--- config.mk ---
export PLATFORM = sky130hd
export DESIGN_NAME = block_word_bridge
export DESIGN_NICKNAME = d
export VERILOG_FILES = /design/src/rtl/block_word_bridge.sv
export SDC_FILE = /design/constraint.sdc
export NUM_CORES = 1
export LEC_CHECK = 0
export CORE_AREA = 2 2 255 257
export DETAILED_ROUTE_END_ITERATION = 16
export DIE_AREA = 0 0 257 259
export GPL_ROUTABILITY_DRIVEN = 0
export HOLD_SLACK_MARGIN = 0.06
export PLACE_DENSITY = 0.7
export SETUP_SLACK_MARGIN = 0.02
export SKIP_LAST_GASP = 1
export SYNTH_ARGS = -nofsm -noshare
export SYNTH_HDL_FRONTEND = slang
export SYNTH_SLANG_ARGS = --single-unit
--- constraint.sdc ---
create_clock -name CLK -period 2.78 [get_ports CLK]
set_input_delay 0.417 -clock CLK [delete_from_list [all_inputs] [get_ports CLK]]
set_output_delay 0.417 -clock CLK [all_outputs]
set_load 0.03 [all_outputs]
--- src/rtl/block_word_bridge.sv ---
// ---------------------------------------------------------------------------
// block_word_bridge
//
// Purpose:
//   Splits one 256-bit block transfer (8 words of 32 bits, 32-byte aligned)
//   into eight sequential 32-bit word transfers towards a word memory.
//   A block read gathers the eight returned words into blk_read_data.
//   A block write scatters the captured payload word by word.
//   Each word completes on a cycle where word_ready is high.
//   blk_valid pulses for one cycle when the whole block is finished.
//
// Ports:
//   CLK              in   1    sole clock, rising edge
//   RESET            in   1    asynchronous, active-low reset
//   blk_read         in   1    block read request, held until blk_valid
//   blk_write        in   1    block write request, held until blk_valid
//   blk_address      in   32   block byte address, bits [4:0] ignored
//   blk_write_data   in   256  block write payload, word i = [32i+31:32i]
//   blk_read_data    out  256  assembled block read result
//   blk_valid        out  1    one-cycle completion pulse
//   word_address     out  32   word byte address
//   word_read        out  1    word read request
//   word_write       out  1    word write request
//   word_write_data  out  32   word write payload
//   word_write_size  out  2    always 2'b00 (4 bytes)
//   word_read_data   in   32   word read result
//   word_ready       in   1    word memory accepts/completes this cycle
// ---------------------------------------------------------------------------
module block_word_bridge (
    input  logic         CLK,
    input  logic         RESET,
    input  logic         blk_read,
    input  logic         blk_write,
    input  logic [31:0]  blk_address,
    input  logic [255:0] blk_write_data,
    output logic [255:0] blk_read_data,
    output logic         blk_valid,
    output logic [31:0]  word_address,
    output logic         word_read,
    output logic         word_write,
    output logic [31:0]  word_write_data,
    output logic [1:0]   word_write_size,
    input  logic [31:0]  word_read_data,
    input  logic         word_ready
);

    typedef enum logic [1:0] {
        IDLE  = 2'd0,
        READ  = 2'd1,
        WRITE = 2'd2,
        DONE  = 2'd3
    } state_t;

    state_t        state_q, state_d;
    logic [2:0]    idx_q, idx_d;
    // Only the block-aligned upper address bits are kept; the word offset
    // is rebuilt from the index, so base + 4*i is a plain concatenation.
    logic [26:0]   base_q, base_d;
    logic [255:0]  wdata_q, wdata_d;
    logic [255:0]  rdata_q, rdata_d;

    // The byte offset inside a block carries no meaning here.
    logic          unused_addr_low;
    assign unused_addr_low = ^blk_address[4:0];

    assign word_write_size = 2'b00;
    assign blk_read_data   = rdata_q;

    // Next-state and output logic. Word outputs are driven only while a
    // transfer is active; every other state presents all-zero requests.
    // A write request wins over a simultaneous read request, and the read
    // is only picked up again once the requester re-presents it in IDLE.
    always_comb begin
        state_d         = state_q;
        idx_d           = idx_q;
        base_d          = base_q;
        wdata_d         = wdata_q;
        rdata_d         = rdata_q;
        word_read       = 1'b0;
        word_write      = 1'b0;
        word_address    = 32'd0;
        word_write_data = 32'd0;
        blk_valid       = 1'b0;

        case (state_q)
            IDLE: begin
                if (blk_write) begin
                    state_d = WRITE;
                    base_d  = blk_address[31:5];
                    wdata_d = blk_write_data;
                    idx_d   = 3'd0;
                end else if (blk_read) begin
                    state_d = READ;
                    base_d  = blk_address[31:5];
                    idx_d   = 3'd0;
                end
            end

            READ: begin
                word_read    = 1'b1;
                word_address = {base_q, idx_q, 2'b00};
                if (word_ready) begin
                    rdata_d[{idx_q, 5'b00000} +: 32] = word_read_data;
                    idx_d = idx_q + 3'd1;
                    if (idx_q == 3'd7) begin
                        state_d = DONE;
                    end
                end
            end

            WRITE: begin
                word_write      = 1'b1;
                word_address    = {base_q, idx_q, 2'b00};
                word_write_data = wdata_q[{idx_q, 5'b00000} +: 32];
                if (word_ready) begin
                    idx_d = idx_q + 3'd1;
                    if (idx_q == 3'd7) begin
                        state_d = DONE;
                    end
                end
            end

            DONE: begin
                blk_valid = 1'b1;
                state_d   = IDLE;
            end

            default: begin
                state_d = IDLE;
            end
        endcase
    end

    // State register. Reset also clears the partially assembled read data
    // so an aborted read never leaks stale words.
    always_ff @(posedge CLK or negedge RESET) begin
        if (!RESET) begin
            state_q <= IDLE;
            idx_q   <= 3'd0;
            base_q  <= 27'd0;
            wdata_q <= 256'd0;
            rdata_q <= 256'd0;
        end else begin
            state_q <= state_d;
            idx_q   <= idx_d;
            base_q  <= base_d;
            wdata_q <= wdata_d;
            rdata_q <= rdata_d;
        end
    end

endmodule

======== Yosys cells after proc, flatten, opt, wreduce, memory -nomap -nowiden ========
Index checks and enable logic that the tools add are counted.
operators by class
  equal/unequal tests ..................... 7
  reduce and logical (&&, ||, !) cells .... 9
  add/subtract/negate cells ............... 2
  shift operators ......................... 3
  multiplexer cells ....................... 17
operator list
  operator                                                                    count
  256-bit bitwise mux                                                         1
  32-bit by 10-bit variable shift with 256-bit output (first input constant)  1
  256-bit by 9-bit variable part select with 32-bit output                    1
  32-bit by 10-bit variable part select with 256-bit output                   1
  32-bit 2-to-1 mux                                                           2
  27-bit 2-to-1 mux                                                           2
  8-bit negator with 10-bit output                                            1
  3-bit 2-to-1 mux                                                            3
  2-bit 2-to-1 mux                                                            4
  2-bit one-hot mux with 3 select lines                                       1
  3-bit one-hot mux with 2 select lines                                       1
  2-bit AND reduction                                                         3
  3-bit AND reduction                                                         2
  2-bit equality test (second input constant)                                 2
  2-bit by 1-bit inequality test with 1-bit output (second input constant)    2
  2-bit nonzero test                                                          2
  3-bit by 1-bit adder with 3-bit output (second input constant)              1
  3-bit equality test (second input constant)                                 1
  1-bit 2-to-1 mux                                                            3
  3-bit inequality test (second input constant)                               1
  2-bit by 1-bit equality test with 1-bit output (second input constant)      1
  2-bit zero test                                                             1
  2-bit OR reduction                                                          1
word-level totals
  flip-flop bits (word level) ............. 544
  input bits .............................. 325
  word-level logic and storage cells ...... 43

======== Depth between registers and ports, before layout ========
Gate-level depths: netlist (run 1).
  word-level depth ........................ 4
  depth in mapped cells ................... 11

======== Worst setup path before layout (run 1) ========
Ideal clock, no wire load.
  path kind ............................... reg-to-reg
  start ................................... register idx_q[1]
  end ..................................... register rdata_q[131], in the netlist blk_read_data[131]
  required time ........................... 2655 ps
  data arrival time ....................... 2798 ps
  buffers on the path ..................... 4
  setup slack ............................. -142 ps
  cell stages (with the launch flop) ...... 11
  cells stage by stage .................... dfrtp_1 -> clkbuf_2 -> buf_2 -> buf_2 -> inv_1 -> ha_1 -> ha_1 -> o31ai_1 -> nor3_1 -> buf_2 -> mux2_2
between the ends
  longest elaborated chain between the ends .. 3
RTL lines
  what                                                                                                                                     RTL line  source
  start, declared                                                                                                                          55        logic [2:0] idx_q, idx_d;
  start signal, assigned                                                                                                                   145       idx_q <= idx_d;
  8-bit negator with 10-bit output *                                                                                                       103       rdata_d[{idx_q, 5'b00000} +: 32] = word_read_data;
  32-bit by 10-bit variable part select with 256-bit output / 32-bit by 10-bit variable shift with 256-bit output (equally long branches)  103
  256-bit bitwise mux *                                                                                                                    103
  end signal, assigned                                                                                                                     148       rdata_q <= rdata_d;
  end, declared                                                                                                                            60        logic [255:0] rdata_q, rdata_d;
Every way passes the cells marked *; elsewhere a longest branch is shown, timed or not.
A chain may end at the register's enable or synchronous reset.

======== Worst setup path after layout (run 1) ========
  start ................................... register idx_q[1]
  end ..................................... output word_write_data[2]
between the ends
  longest elaborated chain between the ends .. 2
RTL lines
  what                                                      RTL line  source
  256-bit by 9-bit variable part select with 32-bit output  114       word_write_data = wdata_q[{idx_q, 5'b00000} +: 32];
  32-bit 2-to-1 mux                                         85        case (state_q)
  end, declared                                             41        output logic [31:0] word_write_data,
Every way passes these cells.

==> reports/metrics.csv, run 1 <==
metric,value,unit
outcome,"finished, final reports clean",
grt_max_degree,73,
firstDrtPassIters,4,
path_class,reg -> out,
fmax,361.7,MHz
htree_levels,2,
end_kind,output pin,
top_layer,met5,
synth_cell_types,33,
postPlaceCellArea,31100,um2
wl,72430,um
crit_buf_inv,3,
final_hold_viol_count,0,
vias,15430,
path_clk_slew,0.06,ns
avgViaCountPerCell,4.965,
max_stage_delay,0.49,ns
routed-wl-met2,36630,um
setup_viol,0,
place_inst,2977,
fin_area,33610,um2
drive_above_1_share,0.3829,
syn-cell-area,23370,um2
cts_made_buffers,59,
num_rows,93,
rsz0062_at_grt,true,
finalCritPeriodShare,0.9945,
grt_pass1_wl,107600,um
syn_inst,1524,
drc,0,
wl_per_cell,23.31,um
overflow,0,
dieArea,66560,um2
dp_hpwl,51670,um
worst_slack,0.01542,ns
critPathRequiredTime,2.36,ns
powerDensity,1072,nW/um2
min_period,2.765,ns
peakVddDrop,0.0007603,V
antenna_found_initial,20,
syn2layout_area_growth,43.83,%
fin_cells,3107,
crit_arrival,2.35,ns
io_buffers,640,
hold_class,in -> async,
leakagePower,14.79,nW
die_w,257,um
path_cells,buf_12 > buf_16 > mux4_2 > nand2_1 > a21boi_0 > buf_4,
cts_tree,yes,
n_fill_cell,5191,
critPathSlowestCell,mux4_2,
root_buffer,clkbuf_16,
max_cap_viol_count,0,
met1Wirelength,27690,um
syn_avg_cell_area,15.33,um2
grt_usage,0.2137,
slew_viol_final,0,
dp_slack,0.1894,ns
ant_nets,0,
cp-start-kind,flop,
tightestPinTransition,0.7124,ns
clk_latency,0.61,ns
clock_path_buffers,3,
finalNetCount,2535,
synth_warnings,0,
drtIter0Drc,700,
wl_met3,5710,um
yosysSeqAreaShare,0.5826,
finClkSkew,0.01446,ns
core_area,63880,um2
fin_hold_ws,0.4068,ns
start_util,0.3658,
cts_sinks,544,
fp.dieH,259,um
grt_pass1_vias,16930,
critPathTopFamily,buffers and inverters,
synth-seq-cells,544,
critPathMaxFanout,9,
slew_headroom,0.5251,
io_pins,650,
## routing by layer
layer,vias up,GRT usage
li1,6785,-
met1,7950,0.2513
met2,522,0.3681
met3,141,0.06835
met4,28,0.07510
met5,-,0
## cells by family (layout without fill, tap and decap cells)
logic type | count (synthesis) | in the layout | synth area share
AND/OR/NAND/NOR | 214 | 214 | 0.04953
flip-flops | 544 | 544 | 0.5826
AO/OA/AOI/OAI | 37 | 37 | 0.01173
adder cells (fa/ha/maj) | 14 | 14 | 0.007497
other | 1 | 10 | 0.0001605
multiplexers | 609 | 609 | 0.3288
buffers and inverters | 105 | 824 | 0.01965
## state kept, by name (all words and copies together) (netlist names)
signal / count
blk_read_data: 256
idx_q: 3
base_q: 27
state_q: 2
wdata_q: 256
## synthesized netlist by cell type
cell type,n,share of area
a221oi_1,1,0.00037
nor3b_1,4,0.0013
and3b_1,1,0.00037
conb_1,1,0.00016
buf_2,21,0.0045
nand4bb_1,1,0.00048
ha_1,14,0.0075
inv_2,1,0.00016
o21ai_1,1,0.00021
clkbuf_2,1,0.00021
nand2_1,70,0.011
mux2_4,30,0.019
buf_4,4,0.0013
clkbuf_1,63,0.010
or3_1,1,0.00027
and3_1,2,0.00054
buf_6,3,0.0014
a22oi_1,1,0.00032
and2_1,122,0.033
or4_1,1,0.00032
o31ai_1,1,0.00032
nor2_1,4,0.00064
inv_1,6,0.00096
mux4_2,64,0.062
o21ai_0,1,0.00021
mux2i_1,6,0.0026
dfrtp_1,544,0.58
a21boi_0,32,0.010
nand3_1,3,0.00064
mux2_2,504,0.24
nor3_1,5,0.0011
mux2_1,5,0.0024
buf_1,6,0.00096
## power by group
group          switching (mW)  total [mW]  internal [mW]
Sequential               1.54        12.4           10.9
Clock                    3.36        8.43           5.07
Combinational            7.51        15.2           7.68
Total                    12.4        36.0           23.6
## final cells by class
cell class | instances | area (um2) | area share
inverters | 7 | 26.28 | 0.0007818
clock inverters | 31 | 419.2 | 0.01247
multi-input cells | 878 | 9437 | 0.2808
well taps | 855 | 1070 | 0.03183
flip-flops and latches | 544 | 13620 | 0.4053
repair buffers | 706 | 7312 | 0.2176
diodes | 6 | 15.01 | 0.0004468
clock buffers | 80 | 1707 | 0.05078
## layout by cell type (no fill, tap or decap), types with 4 or more instances in the layout
master and instances:
and2_1 122, inv_1 6, clkbuf_16 63, clkdlybuf4s50_1 576, mux2_4 30, a21boi_2 9
clkinvlp_4 8, a21boi_0 13, buf_12 30, nand2_1 67, a21boi_1 10, mux2_2 504
mux2i_1 6, mux2_1 5, ha_1 12, diode_2 6, buf_16 6, conb_1 4
dfrtp_1 541, buf_4 86, clkinv_2 6, mux4_2 64, clkbuf_1 7, clkbuf_8 13
bufinv_16 8, inv_6 4
## metrics by stage
step | util | TNS, ns | total power, mW
after floorplan | - | 0 | 21.41
after CTS | 0.5249 | -1.002 | 36.24
final | 0.5261 | 0 | 36.02
after global routing | 0.5260 | -1.585 | 37.76
after global placement | 0.4868 | 0 | 26.80
after detailed placement | 0.4868 | 0 | 27.26
## worst paths after layout
check | startpoint | endpoint | slack (ns) | cells past startpoint
max in group asynchronous | RESET | base_q[14] | 1.41 | 3
min in group CLK | blk_write_data[204] | wdata_q[204] | 0.42 | 2
hold / removal | RESET | blk_read_data[63] | 0.41 | 2
hold reg to reg | blk_read_data[138] | blk_read_data[138] | 0.49 | 1
setup / recovery | idx_q[1] | word_write_data[2] | 0.02 | 6
setup reg to reg | idx_q[1] | blk_read_data[6] | 0.09 | 7
## repair_timing
item                                    4_1_cts  5_1_grt
endpoints found under the hold margin        56        0
endpoints found under the setup margin       32       48
gates resized for setup                      37        8
buffers inserted                              5        0
hold buffers                                  1        0
pin swaps                                     4        1
cloned                                        5        3
(Power assumes the default switching activity.)
==> run 2, diff against run 1 <==
Settings changed: PLACE_DENSITY 0.7 to 0.66, TNS_END_PERCENT from default to 20.
==> run 2 against run 1 <==
The run now ends with negative setup slack left. Clock skew decreased by 0.0038 ns. Final cell count grew 0.35%. Clock-buffer cell count up 3. Non-clock buffer count rose by 18. Highest routed layer unchanged.
==> reports/metrics.csv, run 2 (synthesis gave the netlist of run 1 again) <==
metric,value,unit,change
num_rows,93,,unchanged
root_buffer,clkbuf_16,,
firstDrtPassIters,4,,unchanged
grt_usage,0.2181,,+0.004409
fin_cells,3118,,+0.35%
critPathMaxFanout,16,,+7
finalNetCount,2555,,+0.79%
grt_max_degree,75,,+2.7%
place_inst,2987,,+0.34%
cp-start-kind,flop,,
cts_tree,yes,,
cts_made_buffers,58,,-1.7%
fin_area,33680,um2,+0.20%
outcome,"complete, but fails checks",,
end_kind,flop,,
met2_usage,0.3829,,+0.01475
dieArea,66560,um2,unchanged
io_buffers,640,,unchanged
drc,0,,unchanged
min_period,2.939,ns,+0.1745 ns
max_cap_viol_count,0,,unchanged
syn2layout_area_growth,44.12,%,
gr-usage-met3,0.07430,,+0.005956
drive_above_1_share,0.3893,,+0.006380
setup_viol,93,,+93
antenna_found_initial,20,,unchanged
dp_hpwl,53720,um,+4.0%
finClkSkew,0.01069,ns,-0.003772 ns
fmax,340.2,MHz,-5.9%
grt_busiest_layer,met2,,
grtUsageMet1,0.2545,,+0.003207
leakagePower,14.83,nW,+0.29%
peakVddDrop,0.0007014,V,-7.7%
rsz0062_at_grt,true,,
clock_path_buffers,3,,unchanged
final_common_cell,clkdlybuf4s50_1,,
final_hold_viol_count,0,,unchanged
htree_levels,2,,unchanged
slew_viol_final,0,,unchanged
drtIter0Drc,785,,+12%
clk_latency,0.61,ns,about the same
wl,73930,um,+2.1%
n_fill_cell,5261,,+1.3%
layout_common_cells,"clkdlybuf4s50_1, dfrtp_1, mux2_2, and2_1, buf_4",,
path_clk_slew,0.06,ns,about the same
tightestPinTransition,1.152,ns,+0.4400 ns
dp_slack,-0.1103,ns,-0.2997 ns
hold_class,in -> async,,
powerDensity,1066,nW/um2,-0.50%
postPlaceCellArea,31180,um2,+0.26%
avgViaCountPerCell,4.948,,-0.34%
wl_per_cell,23.71,um,+1.7%
grt_pass1_wl,109400,um,+1.7%
vias,15430,,+0.013%
fp.dieH,259,um,unchanged
overflow,0,,unchanged
ant_nets,0,,unchanged
setup-tns-final,-5.233,ns,-5.233 ns
finalCritPeriodShare,1.057,,+0.06276
core_area,63880,um2,unchanged
io_pins,650,,unchanged
die_w,257,um,unchanged
start_util,0.3658,,unchanged
grt_pass1_vias,16950,,+0.13%
crit_arrival,3.43,ns,+1.08 ns
violations,negative setup slack,,
fin_hold_ws,0.3819,ns,-0.02493 ns
path_class,reg -> reg,,
slew_headroom,0.2309,,-0.2941
cts_sinks,544,,unchanged
worst_slack,-0.1591,ns,-0.1745 ns
critPathRequiredTime,3.28,ns,+0.92 ns
==> run 2: stage by stage <==
step           total power, mW  utilization
2_1_floorplan            21.41            -
3_3_place_gp             27.08       0.4881
6_report                 35.91       0.5272
3_5_place_dp             27.52       0.4881
4_1_cts                  36.31       0.5261
5_1_grt                  37.69       0.5270
==> run 2: report_power, final <==
group	internal (mW)	switching, mW	total (mW)
sequential	10.9	1.58	12.4
clock	4.82	3.22	8.04
combinational	7.87	7.56	15.4
total	23.6	12.4	35.9
==> run 2: path summary, 6_finish.rpt <==
| kind | from | to | slack (ns) | cells after the start |
|---|---|---|---|---|
| setup / recovery | idx_q[1] | blk_read_data[125] | -0.16 | 6 |
| hold / removal | RESET | blk_read_data[85] | 0.38 | 2 |
| setup reg to reg | idx_q[1] | blk_read_data[125] | -0.16 | 6 |
| hold reg to reg | blk_read_data[132] | blk_read_data[132] | 0.48 | 1 |
| max in group asynchronous | RESET | wdata_q[141] | 1.45 | 3 |
| min in group CLK | blk_write_data[176] | wdata_q[176] | 0.41 | 2 |
==> run 2: critical path: stages (launching register included) <==
cell and delay [ns]:
dfrtp_4 0.56, inv_1 0.12, ha_1 0.21, ha_1 0.35
o31ai_4 0.21, nor2_2 0.94, mux2_2 0.43
==> run 2: final cells by class <==
class / count / area (um2) / share of cell area
diodes: 5 / 12.51 / 0.0003715
clock buffers: 83 / 1759 / 0.05224
clock inverters: 19 / 229.0 / 0.006799
inverters: 7 / 26.28 / 0.0007802
multi-input cells: 881 / 9508 / 0.2823
flip-flops and latches: 544 / 13620 / 0.4045
well taps: 855 / 1070 / 0.03177
repair buffers: 724 / 7450 / 0.2212
==> run 2: repair_timing <==
item / 4_1_cts / 5_1_grt
hold buffers: 1 / 0
pin swaps: 9 / 2
endpoints found under the hold margin: 51 / 0
buffers inserted: 15 / 2
cloned: 5 / 2
resized for setup: 157 / 2
setup endpoints to repair: 129 / 162
==> run 2: per-layer routing <==
metal  part of all wire  vias up
met5             0.0029        -
met4              0.025       36
met3              0.078      136
met2               0.51      484
met1               0.39     7961
li1                   -     6811
